### src/rtl/fb_addr_to_xy.sv
// Converts a linear framebuffer address back into (x, y) pixel coordinates
// using a restoring shift-subtract divider that resolves one quotient bit per cycle.
module fb_addr_to_xy #(
    parameter int FB_WIDTH  = 640,
    parameter int FB_HEIGHT = 480,
    parameter int ADDR_BITS = 20,
    localparam int FB_X_BITS = (FB_WIDTH > 1) ? $clog2(FB_WIDTH) : 1,
    localparam int FB_Y_BITS = (FB_HEIGHT > 1) ? $clog2(FB_HEIGHT) : 1
) (
    input  logic                 clk,
    input  logic                 reset,
    input  logic                 in_valid,
    output logic                 in_ready,
    input  logic [ADDR_BITS-1:0] addr,
    output logic                 out_valid,
    input  logic                 out_ready,
    output logic [FB_X_BITS-1:0] x,
    output logic [FB_Y_BITS-1:0] y,
    output logic                 err
);

    // The divisor is shifted by up to FB_Y_BITS-1, so the compare is done
    // wide enough that the shifted divisor never loses its top bits.
    localparam int WIDE     = ADDR_BITS + FB_Y_BITS;
    localparam int CNT_BITS = (FB_Y_BITS > 1) ? $clog2(FB_Y_BITS) : 1;
    localparam logic [WIDE-1:0] DIVISOR = WIDE'(FB_WIDTH);
    localparam logic [WIDE-1:0] AREA    = WIDE'(FB_WIDTH * FB_HEIGHT);
    localparam logic [CNT_BITS-1:0] LAST_BIT = CNT_BITS'(FB_Y_BITS - 1);

    typedef enum logic [1:0] {
        IDLE,
        DIV,
        DONE
    } state_t;

    state_t                 state_reg, state_next;
    logic [ADDR_BITS-1:0]   rem_reg, rem_next;
    logic [FB_Y_BITS-1:0]   q_reg, q_next;
    logic [CNT_BITS-1:0]    cnt_reg, cnt_next;
    logic                   err_reg, err_next;
    logic [FB_X_BITS-1:0]   x_reg, x_next;
    logic [FB_Y_BITS-1:0]   y_reg, y_next;

    logic [WIDE-1:0]        rem_wide;
    logic [WIDE-1:0]        div_shifted;

    assign rem_wide    = WIDE'(rem_reg);
    assign div_shifted = DIVISOR << cnt_reg;

    always_ff @(posedge clk) begin
        if (reset) begin
            state_reg <= IDLE;
            rem_reg   <= '0;
            q_reg     <= '0;
            cnt_reg   <= '0;
            err_reg   <= 1'b0;
            x_reg     <= '0;
            y_reg     <= '0;
        end else begin
            state_reg <= state_next;
            rem_reg   <= rem_next;
            q_reg     <= q_next;
            cnt_reg   <= cnt_next;
            err_reg   <= err_next;
            x_reg     <= x_next;
            y_reg     <= y_next;
        end
    end

    always_comb begin
        state_next = state_reg;
        rem_next   = rem_reg;
        q_next     = q_reg;
        cnt_next   = cnt_reg;
        err_next   = err_reg;
        x_next     = x_reg;
        y_next     = y_reg;

        case (state_reg)
            IDLE: begin
                if (in_valid) begin
                    rem_next   = addr;
                    q_next     = '0;
                    cnt_next   = LAST_BIT;
                    err_next   = (WIDE'(addr) >= AREA);
                    state_next = DIV;
                end
            end
            DIV: begin
                if (rem_wide >= div_shifted) begin
                    rem_next        = ADDR_BITS'(rem_wide - div_shifted);
                    q_next[cnt_reg] = 1'b1;
                end
                if (cnt_reg == '0) begin
                    // Out-of-range addresses still run the full division so
                    // latency is identical; only the published result is zeroed.
                    x_next     = err_reg ? '0 : rem_next[FB_X_BITS-1:0];
                    y_next     = err_reg ? '0 : q_next;
                    state_next = DONE;
                end else begin
                    cnt_next = cnt_reg - CNT_BITS'(1);
                end
            end
            DONE: begin
                if (out_ready) begin
                    state_next = IDLE;
                end
            end
            default: state_next = IDLE;
        endcase
    end

    assign in_ready  = (state_reg == IDLE);
    assign out_valid = (state_reg == DONE);
    assign x         = x_reg;
    assign y         = y_reg;
    assign err       = err_reg;

endmodule

### config.mk
export PLATFORM = sky130hd
export DESIGN_NAME = fb_addr_to_xy
export DESIGN_NICKNAME = d
export VERILOG_FILES = /design/src/rtl/fb_addr_to_xy.sv
export SDC_FILE = /design/constraint.sdc
export NUM_CORES = 1
export LEC_CHECK = 0
export BUFFER_PORTS_ARGS = -buffer_cell sky130_fd_sc_hd__buf_2
export CAP_MARGIN = 5
export CORE_MARGIN = 3
export CORE_UTILIZATION = 30
export CTS_CLUSTER_DIAMETER = 30
export DETAILED_ROUTE_END_ITERATION = 10
export MAX_ROUTING_LAYER = met4
export PLACE_DENSITY = 0.59
export SKIP_LAST_GASP = 1
export SLEW_MARGIN = 20
export SYNTH_ARGS = -nofsm -noshare
export SYNTH_HDL_FRONTEND = slang
export SYNTH_SLANG_ARGS = --single-unit
### constraint.sdc
create_clock -name clk -period 2.8 [get_ports clk]
set_input_delay 0.56 -clock clk [delete_from_list [all_inputs] [get_ports clk]]
set_output_delay 0.56 -clock clk [all_outputs]
set_load 0.05 [all_outputs]
Word-level counts from Yosys, hierarchy flattened
Cells that the tools add are included.

$add $sub $neg: 2. Magnitude comparators: 4. Equal/unequal tests: 7. Shift-type cells: 1. Muxes and demuxes: 17. Bitwise gates (word level): 1. Reduce and logical (&&, ||, !) cells: 10.

Operators by type and width (count): 2-to-1 mux 20 bit (2); case mux 20 bit (2 select lines) (1); greater-or-equal comparator 20 x 29 -> 1 bit (1); left shift 10 x 4 -> 29 bit (first input constant) (1); 2-to-1 mux 9 bit (3); greater-or-equal comparator 20 x 19 -> 1 bit (second input constant) (1); subtractor 20 bit (1); case mux 9 bit (2 select lines) (1); 2-to-1 mux 10 bit (1); OR 9 bit (1); AND reduction 3 bit (3); 2-to-1 mux 4 bit (2); != test 2 bit (second input constant) (4); case mux 4 bit (2 select lines) (1); 2-to-1 mux 2 bit (3); case mux 2 bit (3 select lines) (1); AND reduction 2 bit (3); < comparator 4 x 5 -> 1 bit (second input constant) (1); demux 1 bit (select 4 bit) (1); greater-or-equal comparator 4 x 1 -> 1 bit (second input constant) (1); zero test 4 bit (1); subtractor 4 x 1 -> 4 bit (second input constant) (1); equality test 2 x 1 -> 1 bit (second input constant) (1); equality test 2 bit (second input constant) (1); 5 further kinds (5).

Register bits: 55. Input port bits: 24. Output and inout bits: 22. Word-level logic and storage cells: 50.

Logic depth before layout (Yosys ltp)
Gate-level depths: netlist of run 1.

Depth in word-level cells: 7. Depth in mapped cells: 12. Mapped depth without buffers: 11.

Least setup slack after synthesis of run 1
No wires, ideal clock.

Path type: register to register. Start: register cnt_reg[0]. End: register rem_reg[7]. Setup time: 0.134 ns. Data arrival time: 2.845 ns. Data required time: 2.666 ns. Slack: -0.179 ns. Stages on the path, launching flop included: 11. Clock period less this slack: 2.979 ns. Cell sequence: dfxtp_1 ha_1 mux2i_1 or2_2 ha_1 nand4_1 a211o_1 a2111o_1 a21oi_2 mux2i_1 o22ai_1.

Cells in the longest elaborated chain, start to end: 4. Elaborated cells on any way between the ends: 5. Those cells by class: add/sub (1); order compare (1); shift (1); mux (2).

RTL lines: start, declared (RTL line 39) `logic [CNT_BITS-1:0] cnt_reg, cnt_next;`; start signal, assigned (RTL line 63) `cnt_reg <= cnt_next;`; left shift 10 x 4 -> 29 bit (*) (RTL line 48) `assign div_shifted = DIVISOR << cnt_reg;`; greater-or-equal comparator 20 x 29 -> 1 bit / subtractor 20 bit (equally long branches) (RTL line 90, 91); 2-to-1 mux 20 bit (*) (RTL line 90) `if (rem_wide >= div_shifted) begin`; case mux 20 bit (2 select lines) (*) (RTL line 79) `case (state_reg)`; end signal, assigned (RTL line 61) `rem_reg <= rem_next;`; end, declared (RTL line 37) `logic [ADDR_BITS-1:0] rem_reg, rem_next;`.

Every way passes the cells marked *; elsewhere a longest branch is shown, timed or not. The select of a mux whose other input is x is not followed. A chain may end at the register's enable or synchronous reset.

Final worst setup path of run 1
Ends and elaborated chain as after synthesis.

==> results of run 1 <==
## cells in the final DEF, fill, tap and decap left out, types with 7 or more instances in the layout
cell,instances
a22o_1,11
ha_1,11
buf_4,54
nor2_1,25
nor3b_1,7
o21ai_0,7
a22oi_1,9
dfxtp_1,52
a21oi_1,39
buf_2,45
nand3_1,10
nand2_1,39
## worst max-delay path: stages (launching register included)
cell	delay, ns
dfxtp_4	0.42
inv_4	0.06
ha_2	0.18
mux2_4	0.29
nand2b_4	0.08
ha_4	0.13
nand4_1	0.11
buf_4	0.15
o22a_1	0.18
a2111o_1	0.50
a21oi_4	0.25
mux2i_2	0.26
o22ai_1	0.11
## where the power goes
group          leakage, nW  switching [mW]  internal [mW]
registers            0.450          0.0583          0.846
clock network       0.0404           0.252          0.168
logic                 1.17           0.747          0.652
## cell usage after synthesis, types with 5 or more instances
library cell  count  area [sq um]
nor3_1            5         25.02
xnor2_1           6         52.55
nor3b_1           7         52.55
nand2b_1          5         31.28
a22oi_1          10         75.07
a21oi_1          41         205.2
dfxtp_1          55          1101
nand2_1          40         150.1
xor2_1            6         52.55
nor2b_1           6         37.54
inv_1             7         26.28
a22o_1           11         96.34
nor2_1           26         97.59
o21ai_0           8         40.04
nand3_1          10         50.05
ha_1             18         225.2
clkbuf_1         13         48.80
## layout make-up
cell class              count  area [sq um]  share of cell area
multi-input cells         262          1919              0.4815
flip-flops and latches     55          1112              0.2790
repair buffers            104         686.9              0.1723
well taps                 129         161.4             0.04049
clock buffers               5         68.82             0.01726
inverters                   7         31.28            0.007847
clock inverters             1         6.256            0.001569
## logic make-up after synthesis
kind of cell,count (synthesis),share of synthesized area
and+or+nand+nor,114,0.1857
AOI/OAI and AO/OA,113,0.2749
DFF,55,0.3774
buffers and inverters,22,0.03130
adders and majority gates,18,0.07719
xor gates and xnor gates,12,0.03602
muxes,5,0.01758
## routing by layer
| metal | GRT usage | vias up | wire (microns) |
|---|---|---|---|
| li1 | - | 1431 | - |
| met1 | 0.1968 | 1313 | 3847 |
| met2 | 0.2449 | 65 | 3842 |
| met3 | 0.02656 | 17 | 397 |
| met4 | 0.04592 | 0 | 166 |
| met5 | - | - | 0 |
## through the flow
stage            util  area (sq um)  hold WS [ns]  power (mW)  setup slack [ns]
2_1_floorplan       -          2997        0.4315       1.735          0.005864
3_3_place_gp   0.3970          3704        0.4393       2.137          -0.05815
3_5_place_dp   0.3970          3704        0.4457       2.154           -0.1309
4_1_cts        0.4199          3916        0.4598       2.671          -0.06523
5_1_grt        0.4274          3986        0.4704       2.906           -0.2083
6_report       0.4274          3986        0.4524       2.722          -0.06933
## worst max path at each step
stage / end / depth (start not counted) / slack (ns)
after global routing: rem_reg[7]$_SDFFE_PP0P_ / 12 / -0.21
final: rem_reg[7]$_SDFFE_PP0P_ / 12 / -0.07
after detailed placement: rem_reg[7]$_SDFFE_PP0P_ / 11 / -0.13
after CTS: rem_reg[19]$_SDFFE_PP0P_ / 12 / -0.07
after floorplan: rem_reg[7]$_SDFFE_PP0P_ / 9 / 0.006
after global placement: rem_reg[7]$_SDFFE_PP0P_ / 9 / -0.06
## timing repair
| action | 4_1_cts | 5_1_grt |
|---|---|---|
| pin swaps | 9 | 8 |
| gates cloned | 0 | 0 |
| resized for setup | 22 | 13 |
| buffers inserted | 6 | 1 |
| setup endpoints to repair | 24 | 29 |
==> metrics.md, run 1 <==
| Metric | Value |
|---|---|
| Cells after Synth | `339` |
| Reg2reg setup slack | `-0.07 ns` |
| Total GRT Usage | `0.1524` |
| Failing checks | `negative setup slack` |
| DR WL/cell | `14.66 microns` |
| Final ANT Viol Nets | `0` |
| Slew @ Worst Pin | `0.6231 ns` |
| Vias in the first global route | `2757` |
| GRT overflow | `0` |
| Largest net degree at the start of global routing | `24` |
| Max-slew violation count | `0` |
| Post-synth EDFFs | `0` |
| Ports | `46` |
| Ys async rst share | `0` |
| Setup_tns | `-0.5145 ns` |
| Hold Crit Class | `reg -> reg` |
| Post-CTS Hold Buffers | `0` |
| CTS buffer count | `5` |
| Cells after DPL | `550` |
| CTS tree | `built` |
| Setup WS post-layout | `-0.06933 ns` |
| Peak VDD IR | `312.9 uV` |
| Cell Count, Final, Fillers Out | `563` |
| Final worst path period share | `1.025` |
| Minimum clock period | `2.869 ns` |
| Syn Std Cell Area | `0.002918 sq mm` |
| GPL Wtd Cong | `0.9789` |
| Ys Warns | `0` |
| RSZ-0062 raised after global routing | `true` |
| Final setup viols | `18` |
| WP data required | `2.99 ns` |
| Layout cells sized above 1 | `0.3410` |
| Synth Register Bits | `55` |
| Detailed placement HPWL | `6.344 mm` |
| Synthesized area per cell | `8.607 sq um` |
| 1st-pass router iterations | `4` |
| CTS H-tree depth | `2` |
| Worst hold path endpoint | `x[8]$_SDFFE_PP0P_` |
| Final Hold Viols | `0` |
| Max-Slew Margin vs Limit | `0.5846` |
| R2r startpoint | `cnt_reg[0]$_SDFFE_PP0P_` |
| Status | `complete, but fails checks` |
| FP Rows | `35` |
| Area growth syn-to-layout | `36.62%` |
| FMAX | `0.3485 GHz` |
| Die X | `104.6 microns` |
| Max reg flops | `20` |
| Leak Pwr | `1.664 nW` |
| Via Count | `2826` |
| Worst R2R Path Depth | `12` |
| Core area | `0.009328 sq mm` |
| Worst-path clk slew | `0.10 ns` |
| Clock Sinks | `55` |
| Max-cap violations | `0` |
| FILL cells | `931` |
| Initial antenna violation count | `0` |
| Sequential area share after synthesis | `0.3774` |
| Power per cell area | `682.9 mW/mm^2` |
| Reg2reg end | `rem_reg[7]$_SDFFE_PP0P_` |
| Die height | `104.6 microns` |
| CP arrival | `3.06 ns` |
| Post-synth top flop | `dfxtp_1` |
| Fin nets | `477` |
| Number of DRC markers in iteration 0 | `136` |
| Setup CP Type | `reg -> reg` |
| Worst-Skew Late Latency | `0.31 ns` |
| First-pass GRT wire length | `13.36 mm` |
| DRC | `0` |
| Cell variety after synth | `56` |
| Total die area | `0.01095 sq mm` |
| Worst Setup SP | `cnt_reg[0]$_SDFFE_PP0P_` |
| Hold Crit Start | `x[8]$_SDFFE_PP0P_` |
| Routed wire length | `8.254 mm` |
| Antenna cells | `0` |
| Nature of the critical path endpoint | `register` |
| Hold Path Cell Cnt | `2` |
| Clk buf depth | `2` |
| Syn Nets | `381` |
| Initial Utilization | `0.3128` |
| CP Launch Type | `register` |
| Clock Skews | `0.007645 ns` |
| DR vias/cell | `5.020` |
| Clk Tree Root Cell | `clkbuf_8` |
| Port bufs | `45` |
| CP Max Fanout | `5` |
(Power assumes the default switching activity.)
==> run 2, diff against run 1 <==
CAP_MARGIN = 20   (was 5)
PLACE_DENSITY = 0.58   (was 0.59)
clock period = 2.9 ns   (was 2.8 ns; I/O delays follow)
==> metrics.md, run 2 (synthesis gave the netlist of run 1 again) <==
| Metric | Value |
|---|---|
| P_sw | `1.021 mW (was 1.057 mW)` |
| Layout cells sized above 1 | `0.3341 (was 0.3410)` |
| Max reg flops | `20 (unchanged)` |
| Seq pwr share | `0.336 (was 0.332)` |
| Most common cell after layout, fill and taps aside | `dfxtp_1 (was buf_4)` |
| Final Hold Viols | `0 (unchanged)` |
| Port bufs | `45 (unchanged)` |
| Status | `finished, final reports clean (was complete, but fails checks)` |
| Fin nets | `466 (was 477)` |
| Initial antenna violation count | `0 (unchanged)` |
| Area growth syn-to-layout | `33.58% (was 36.62%)` |
| Routed wire length | `8.224 mm (was 8.254 mm)` |
| CTS buffer count | `5 (unchanged)` |
| Clk buf depth | `2 (unchanged)` |
| Final setup viols | `0 (was 18)` |
| Hold Crit Class | `reg -> reg (unchanged)` |
| FP Rows | `35 (unchanged)` |
| GRT overflow | `0 (unchanged)` |
| Worst-Skew Late Latency | `0.31 ns (about the same)` |
| DP Area | `0.003551 sq mm (was 0.003704 sq mm)` |
| FMAX | `0.3462 GHz (was 0.3485 GHz)` |
| Minimum clock period | `2.888 ns (was 2.869 ns)` |
| Core area | `0.009328 sq mm (unchanged)` |
| First-pass GRT wire length | `13.78 mm (was 13.36 mm)` |
| 1st-pass router iterations | `4 (unchanged)` |
| Setup CP Type | `reg -> reg (unchanged)` |
| FILL cells | `945 (was 931)` |
| Nature of the critical path endpoint | `register (unchanged)` |
| Final worst path period share | `0.9959 (was 1.025)` |
| Vias in the first global route | `2791 (was 2757)` |
| Worst hold slack | `0.4578 ns (was 0.4524 ns)` |
| Setup_tns | `0 ns (was -0.5145 ns)` |
| Clock power frac | `0.171 (was 0.154)` |
| Worst-path clk slew | `0.10 ns (about the same)` |
| Via Count | `2848 (was 2826)` |
| Peak VDD IR | `248.3 uV (was 312.9 uV)` |
| Total die area | `0.01095 sq mm (unchanged)` |
| CP arrival | `3.08 ns (was 3.06 ns)` |
| CTS H-tree depth | `2 (unchanged)` |
| Max-Slew Margin vs Limit | `0.6332 (was 0.5846)` |
| Total GRT Usage | `0.1558 (was 0.1524)` |
| CP Max Fanout | `4 (was 5)` |
| Ports | `46 (unchanged)` |
| Combinational share of power | `0.493 (was 0.514)` |
| Power per cell area | `668.1 mW/mm^2 (was 682.9 mW/mm^2)` |
| Switch share | `0.3921 (was 0.3882)` |
| GPL Wtd Cong | `0.9230 (was 0.9789)` |
| Max-cap violations | `0 (unchanged)` |
| Detailed placement HPWL | `6.171 mm (was 6.344 mm)` |
| Leak Pwr | `1.605 nW (was 1.664 nW)` |
| Final instance area | `0.003897 sq mm (was 0.003986 sq mm)` |
| Clock Sinks | `55 (unchanged)` |
| WP data required | `3.09 ns (was 2.99 ns)` |
| Die height | `104.6 microns (unchanged)` |
| Clock Skews | `0.004355 ns (was 0.007645 ns)` |
| CTS tree | `built (unchanged)` |
| DR WL/cell | `14.82 microns (was 14.66 microns)` |
| CP Launch Type | `register (unchanged)` |
| Largest net degree at the start of global routing | `25 (was 24)` |
| Clk Tree Root Cell | `clkbuf_8 (unchanged)` |
| Slew @ Worst Pin | `0.5488 ns (was 0.6231 ns)` |
| Number of DRC markers in iteration 0 | `163 (was 136)` |
| DRC | `0 (unchanged)` |
| Most frequent cells in the layout | `dfxtp_1 (51), buf_4 (46), buf_2 (45) (was buf_4 (54), dfxtp_1 (52), buf_2 (45))` |
| Reg2reg setup slack | `0.01 ns (was -0.07 ns)` |
| DR vias/cell | `5.132 (was 5.020)` |
| Final ANT Viol Nets | `0 (unchanged)` |
| Initial Utilization | `0.3128 (unchanged)` |
| Max-slew violation count | `0 (unchanged)` |
| P_int | `1.583 mW (was 1.666 mW)` |
| RSZ-0062 raised after global routing | `true (unchanged)` |
| Die X | `104.6 microns (unchanged)` |
==> run 2: cell types whose count changed in the layout (fill, tap and decap cells not counted), sizes merged <==
cell | before | now
clkinvlp | 0 | 1
diode | 0 | 1
buf | 104 | 93
clkinv | 0 | 1
==> run 2: what timing repair did <==
item / CTS / global route
pin swaps: 6 / 10
hold buffers: 0 / 0
cloned: 0 / 0
setup endpoints to repair: 24 / 25
gates resized for setup: 21 / 22
setup buffers: 2 / 5
hold endpoints to repair: 0 / 0
==> run 2: worst paths after layout <==
| path | to | startpoint | cells past startpoint |
|---|---|---|---|
| max reg2reg | rem_reg[8]$_SDFFE_PP0P_ | cnt_reg[1]$_SDFFE_PP0P_ | 12 |
| max | rem_reg[8]$_SDFFE_PP0P_ | cnt_reg[1]$_SDFFE_PP0P_ | 12 |
| min reg2reg | rem_reg[0]$_SDFFE_PP0P_ | rem_reg[0]$_SDFFE_PP0P_ | 2 |
| min | rem_reg[0]$_SDFFE_PP0P_ | rem_reg[0]$_SDFFE_PP0P_ | 2 |
==> run 2: metrics by stage <==
| step | util | setup WS [ns] | power (mW) | cells |
|---|---|---|---|---|
| 2_1_floorplan | - | 0.005863 | 1.648 | 339 |
| 3_3_place_gp | 0.3807 | 0.04851 | 2.005 | 539 |
| 3_5_place_dp | 0.3807 | -0.1013 | 2.016 | 539 |
| 4_1_cts | 0.4030 | 0.006601 | 2.538 | 549 |
| 5_1_grt | 0.4176 | -0.06663 | 2.781 | 554 |
| 6_report | 0.4178 | 0.01184 | 2.604 | 555 |
==> run 2: power by group through the flow <==
stage                     clock network [mW]  registers (mW)  logic, mW
after floorplan                            0           0.901      0.747
after global placement                     0           0.883       1.12
after CTS                              0.466           0.870       1.20
after global routing                   0.490           0.885       1.41
after detailed placement                   0           0.884       1.13
final                                  0.445           0.875       1.28
==> run 2: worst max-delay path, stage by stage (launching register included) <==
cell	delay, ns
dfxtp_4	0.40
inv_4	0.05
buf_6	0.12
ha_4	0.16
mux2_4	0.28
nand2b_4	0.08
ha_4	0.12
nand4_1	0.12
a211o_1	0.26
a2111o_1	0.50
a21oi_4	0.28
mux2i_2	0.28
o22ai_1	0.12
==> run 2: area by class of cell <==
type / instances / area [sq um] / area share
repair buffers: 93 / 593.1 / 0.1522
clock buffers: 5 / 68.82 / 0.01766
flip-flops and latches: 55 / 1114 / 0.2857
inverters: 7 / 31.28 / 0.008026
clock inverters: 3 / 23.77 / 0.006100
well taps: 129 / 161.4 / 0.04141
diodes: 1 / 2.502 / 0.0006421
multi-input cells: 262 / 1903 / 0.4883
==> run 2: per-layer routing <==
| metal | part of all wire | track usage | vias to the layer above | wire (microns) |
|---|---|---|---|---|
| met5 | 0 | - | - | 0 |
| met4 | 0.021 | 0.03843 | 0 | 170 |
| met3 | 0.050 | 0.02532 | 15 | 412 |
| met2 | 0.46 | 0.2505 | 61 | 3777 |
| met1 | 0.47 | 0.2059 | 1360 | 3864 |
| li1 | - | - | 1412 | - |
==> run 3, diff against run 2 <==
RECOVER_POWER = 100   (was unset)
==> metrics.md, run 3 (synthesis gave the netlist of run 1 again) <==
| Metric | Value |
|---|---|
| CTS tree | `built (unchanged)` |
| FILL cells | `953 (was 945)` |
| Power per cell area | `672.0 mW/mm^2 (was 668.1 mW/mm^2)` |
| GPL Wtd Cong | `0.9230 (unchanged)` |
| Cells after DPL | `539 (unchanged)` |
| Critical path's most frequent cell | `ha_4 (unchanged)` |
| Core area | `0.009328 sq mm (unchanged)` |
| Max-cap violations | `0 (unchanged)` |
| Worst hold path endpoint | `rem_reg[0]$_SDFFE_PP0P_ (unchanged)` |
| Die height | `104.6 microns (unchanged)` |
| Initial Utilization | `0.3128 (unchanged)` |
| Fin nets | `466 (unchanged)` |
| CTS H-tree depth | `2 (unchanged)` |
| GRT overflow | `0 (unchanged)` |
| Worst-path clk slew | `0.10 ns (about the same)` |
| Slowest CP cell | `a2111o_1 (unchanged)` |
| DR vias/cell | `5.130 (was 5.132)` |
| DR WL/cell | `14.89 microns (was 14.82 microns)` |
| Reg2reg setup slack | `0.02 ns (was 0.01 ns)` |
| Routed wire length | `8.265 mm (was 8.224 mm)` |
| Hold Path Cell Cnt | `2 (unchanged)` |
| Die X | `104.6 microns (unchanged)` |
| Via Count | `2847 (was 2848)` |
| Final Hold Viols | `0 (unchanged)` |
| Total die area | `0.01095 sq mm (unchanged)` |
| Worst hold slack | `0.4579 ns (was 0.4578 ns)` |
| RSZ-0062 raised after global routing | `true (unchanged)` |
| CP Launch Type | `register (unchanged)` |
| Cell Count, Final, Fillers Out | `555 (unchanged)` |
| Initial antenna violation count | `0 (unchanged)` |
| Number of DRC markers in iteration 0 | `150 (was 163)` |
| Hold Crit Start | `rem_reg[0]$_SDFFE_PP0P_ (unchanged)` |
| Clock Sinks | `55 (unchanged)` |
| Reg2reg end | `rem_reg[8]$_SDFFE_PP0P_ (unchanged)` |
| Max-slew violation count | `0 (unchanged)` |
| Largest net degree at the start of global routing | `25 (unchanged)` |
| Layout cells sized above 1 | `0.2871 (was 0.3341)` |
| Total GRT Usage | `0.1558 (unchanged)` |
| Leak Pwr | `1.519 nW (was 1.605 nW)` |
| Most frequent cells in the layout | `dfxtp_1 (51), buf_4 (45), nand2_1 (39) (was dfxtp_1 (51), buf_4 (46), buf_2 (45))` |
| Clk Tree Root Cell | `clkbuf_8 (unchanged)` |
| Ports | `46 (unchanged)` |
| CTS buffer count | `5 (unchanged)` |
| Status | `finished, final reports clean (unchanged)` |
| Final setup viols | `0 (unchanged)` |
| Most common cell after layout, fill and taps aside | `dfxtp_1 (unchanged)` |
| FMAX | `0.3467 GHz (was 0.3462 GHz)` |
| DRC | `0 (unchanged)` |
| Area growth syn-to-layout | `32.63% (was 33.58%)` |
| Max-Slew Margin vs Limit | `0.5915 (was 0.6332)` |
| Minimum clock period | `2.885 ns (was 2.888 ns)` |
| Clock Skews | `0.004596 ns (was 0.004355 ns)` |
| Detailed placement HPWL | `6.171 mm (unchanged)` |
| Worst R2R Path Depth | `12 (unchanged)` |
| Crit-path cells | `inv_4 -> buf_6 -> ha_4 -> mux2_4 -> nand2b_4 -> ha_4 -> nand4_1 -> a211o_1 -> a2111o_1 -> a21oi_4 -> mux2i_2 -> o22ai_1 (unchanged)` |
| Final worst path period share | `0.9947 (was 0.9959)` |
| CP arrival | `3.08 ns (about the same)` |
| Setup CP Type | `reg -> reg (unchanged)` |
| First-pass GRT wire length | `13.78 mm (unchanged)` |
| WP data required | `3.09 ns (about the same)` |
| Vias in the first global route | `2791 (unchanged)` |
| 1st-pass router iterations | `4 (unchanged)` |
| Slew @ Worst Pin | `0.6154 ns (was 0.5488 ns)` |
| R2r startpoint | `cnt_reg[1]$_SDFFE_PP0P_ (unchanged)` |
| Worst-Skew Late Latency | `0.31 ns (about the same)` |
| Peak VDD IR | `248.2 uV (was 248.3 uV)` |
| Clk buf depth | `2 (unchanged)` |
| Final ANT Viol Nets | `0 (unchanged)` |
| Max reg flops | `20 (unchanged)` |
| CP Max Fanout | `4 (unchanged)` |
| FP Rows | `35 (unchanged)` |
| Hold Crit Class | `reg -> reg (unchanged)` |
| Nature of the critical path endpoint | `register (unchanged)` |
| CP peak stage delay | `0.50 ns (about the same)` |
| Port bufs | `45 (unchanged)` |
[run 3: worst max-delay path by stage]
| stage | slack, ns | cells after the start | end | start |
|---|---|---|---|---|
| detailed placement | -0.10 | 11 | rem_reg[8]$_SDFFE_PP0P_ | cnt_reg[1]$_SDFFE_PP0P_ |
| global route | -0.07 | 12 | rem_reg[8]$_SDFFE_PP0P_ | cnt_reg[1]$_SDFFE_PP0P_ |
| CTS | 0.007 | 12 | rem_reg[7]$_SDFFE_PP0P_ | cnt_reg[1]$_SDFFE_PP0P_ |
| global placement | 0.05 | 12 | rem_reg[8]$_SDFFE_PP0P_ | cnt_reg[1]$_SDFFE_PP0P_ |
| finish | 0.02 | 12 | rem_reg[8]$_SDFFE_PP0P_ | cnt_reg[1]$_SDFFE_PP0P_ |
| floorplan | 0.006 | 11 | rem_reg[7]$_SDFFE_PP0P_ | cnt_reg[1]$_SDFFE_PP0P_ |
[run 3: where the power goes]
| group | switching (mW) | internal, mW | total, mW |
|---|---|---|---|
| combinational | 0.693 | 0.587 | 1.28 |
| clock | 0.270 | 0.175 | 0.445 |
| sequential | 0.0585 | 0.817 | 0.876 |
[run 3: stage by stage]
stage               utilization  worst slack (ns)  power [mW]  setup TNS [ns]  area, sq um
floorplan                     -          0.005863       1.648               0         2923
global placement         0.3807           0.04851       2.005               0         3551
detailed placement       0.3807           -0.1013       2.016         -0.5987         3551
CTS                      0.4030          0.006601       2.538               0         3759
global route             0.4146          -0.06663       2.778         -0.1899         3867
finish                   0.4149           0.01532       2.601               0         3870
[run 3: cell type report]
class,instances,area [sq um],area share
inverter,7,31.28,0.008083
multi-input combinational,262,1903,0.4918
clock buffer,5,68.82,0.01778
timing repair buffer,93,565.5,0.1461
antenna,1,2.502,0.0006466
tap,129,161.4,0.04171
sequential,55,1114,0.2877
clock inverter,3,23.77,0.006143
[run 3: repair_timing]
action / in CTS / in global routing
hold buffers: 0 / 0
pin swaps: 6 / 10
endpoints found under the setup margin: 24 / 25
resized for setup: 21 / 22
setup buffers: 2 / 5
[run 3: worst max-delay path, delay by kind of cell, from the launching register on]
kind / cells / cell delay (ns)
fa+ha+maj: 2 / 0.28
buf+inv: 2 / 0.17
flops: 1 / 0.40
compound gates: 4 / 1.15
simple gates: 2 / 0.20
mux: 2 / 0.56
[run 3: layer usage]
layer / share of wire / GRT usage / up-vias
met5: 0 / - / -
met4: 0.021 / 0.03843 / 0
met3: 0.049 / 0.02532 / 15
met2: 0.46 / 0.2505 / 58
met1: 0.47 / 0.2059 / 1359
li1: - / - / 1415
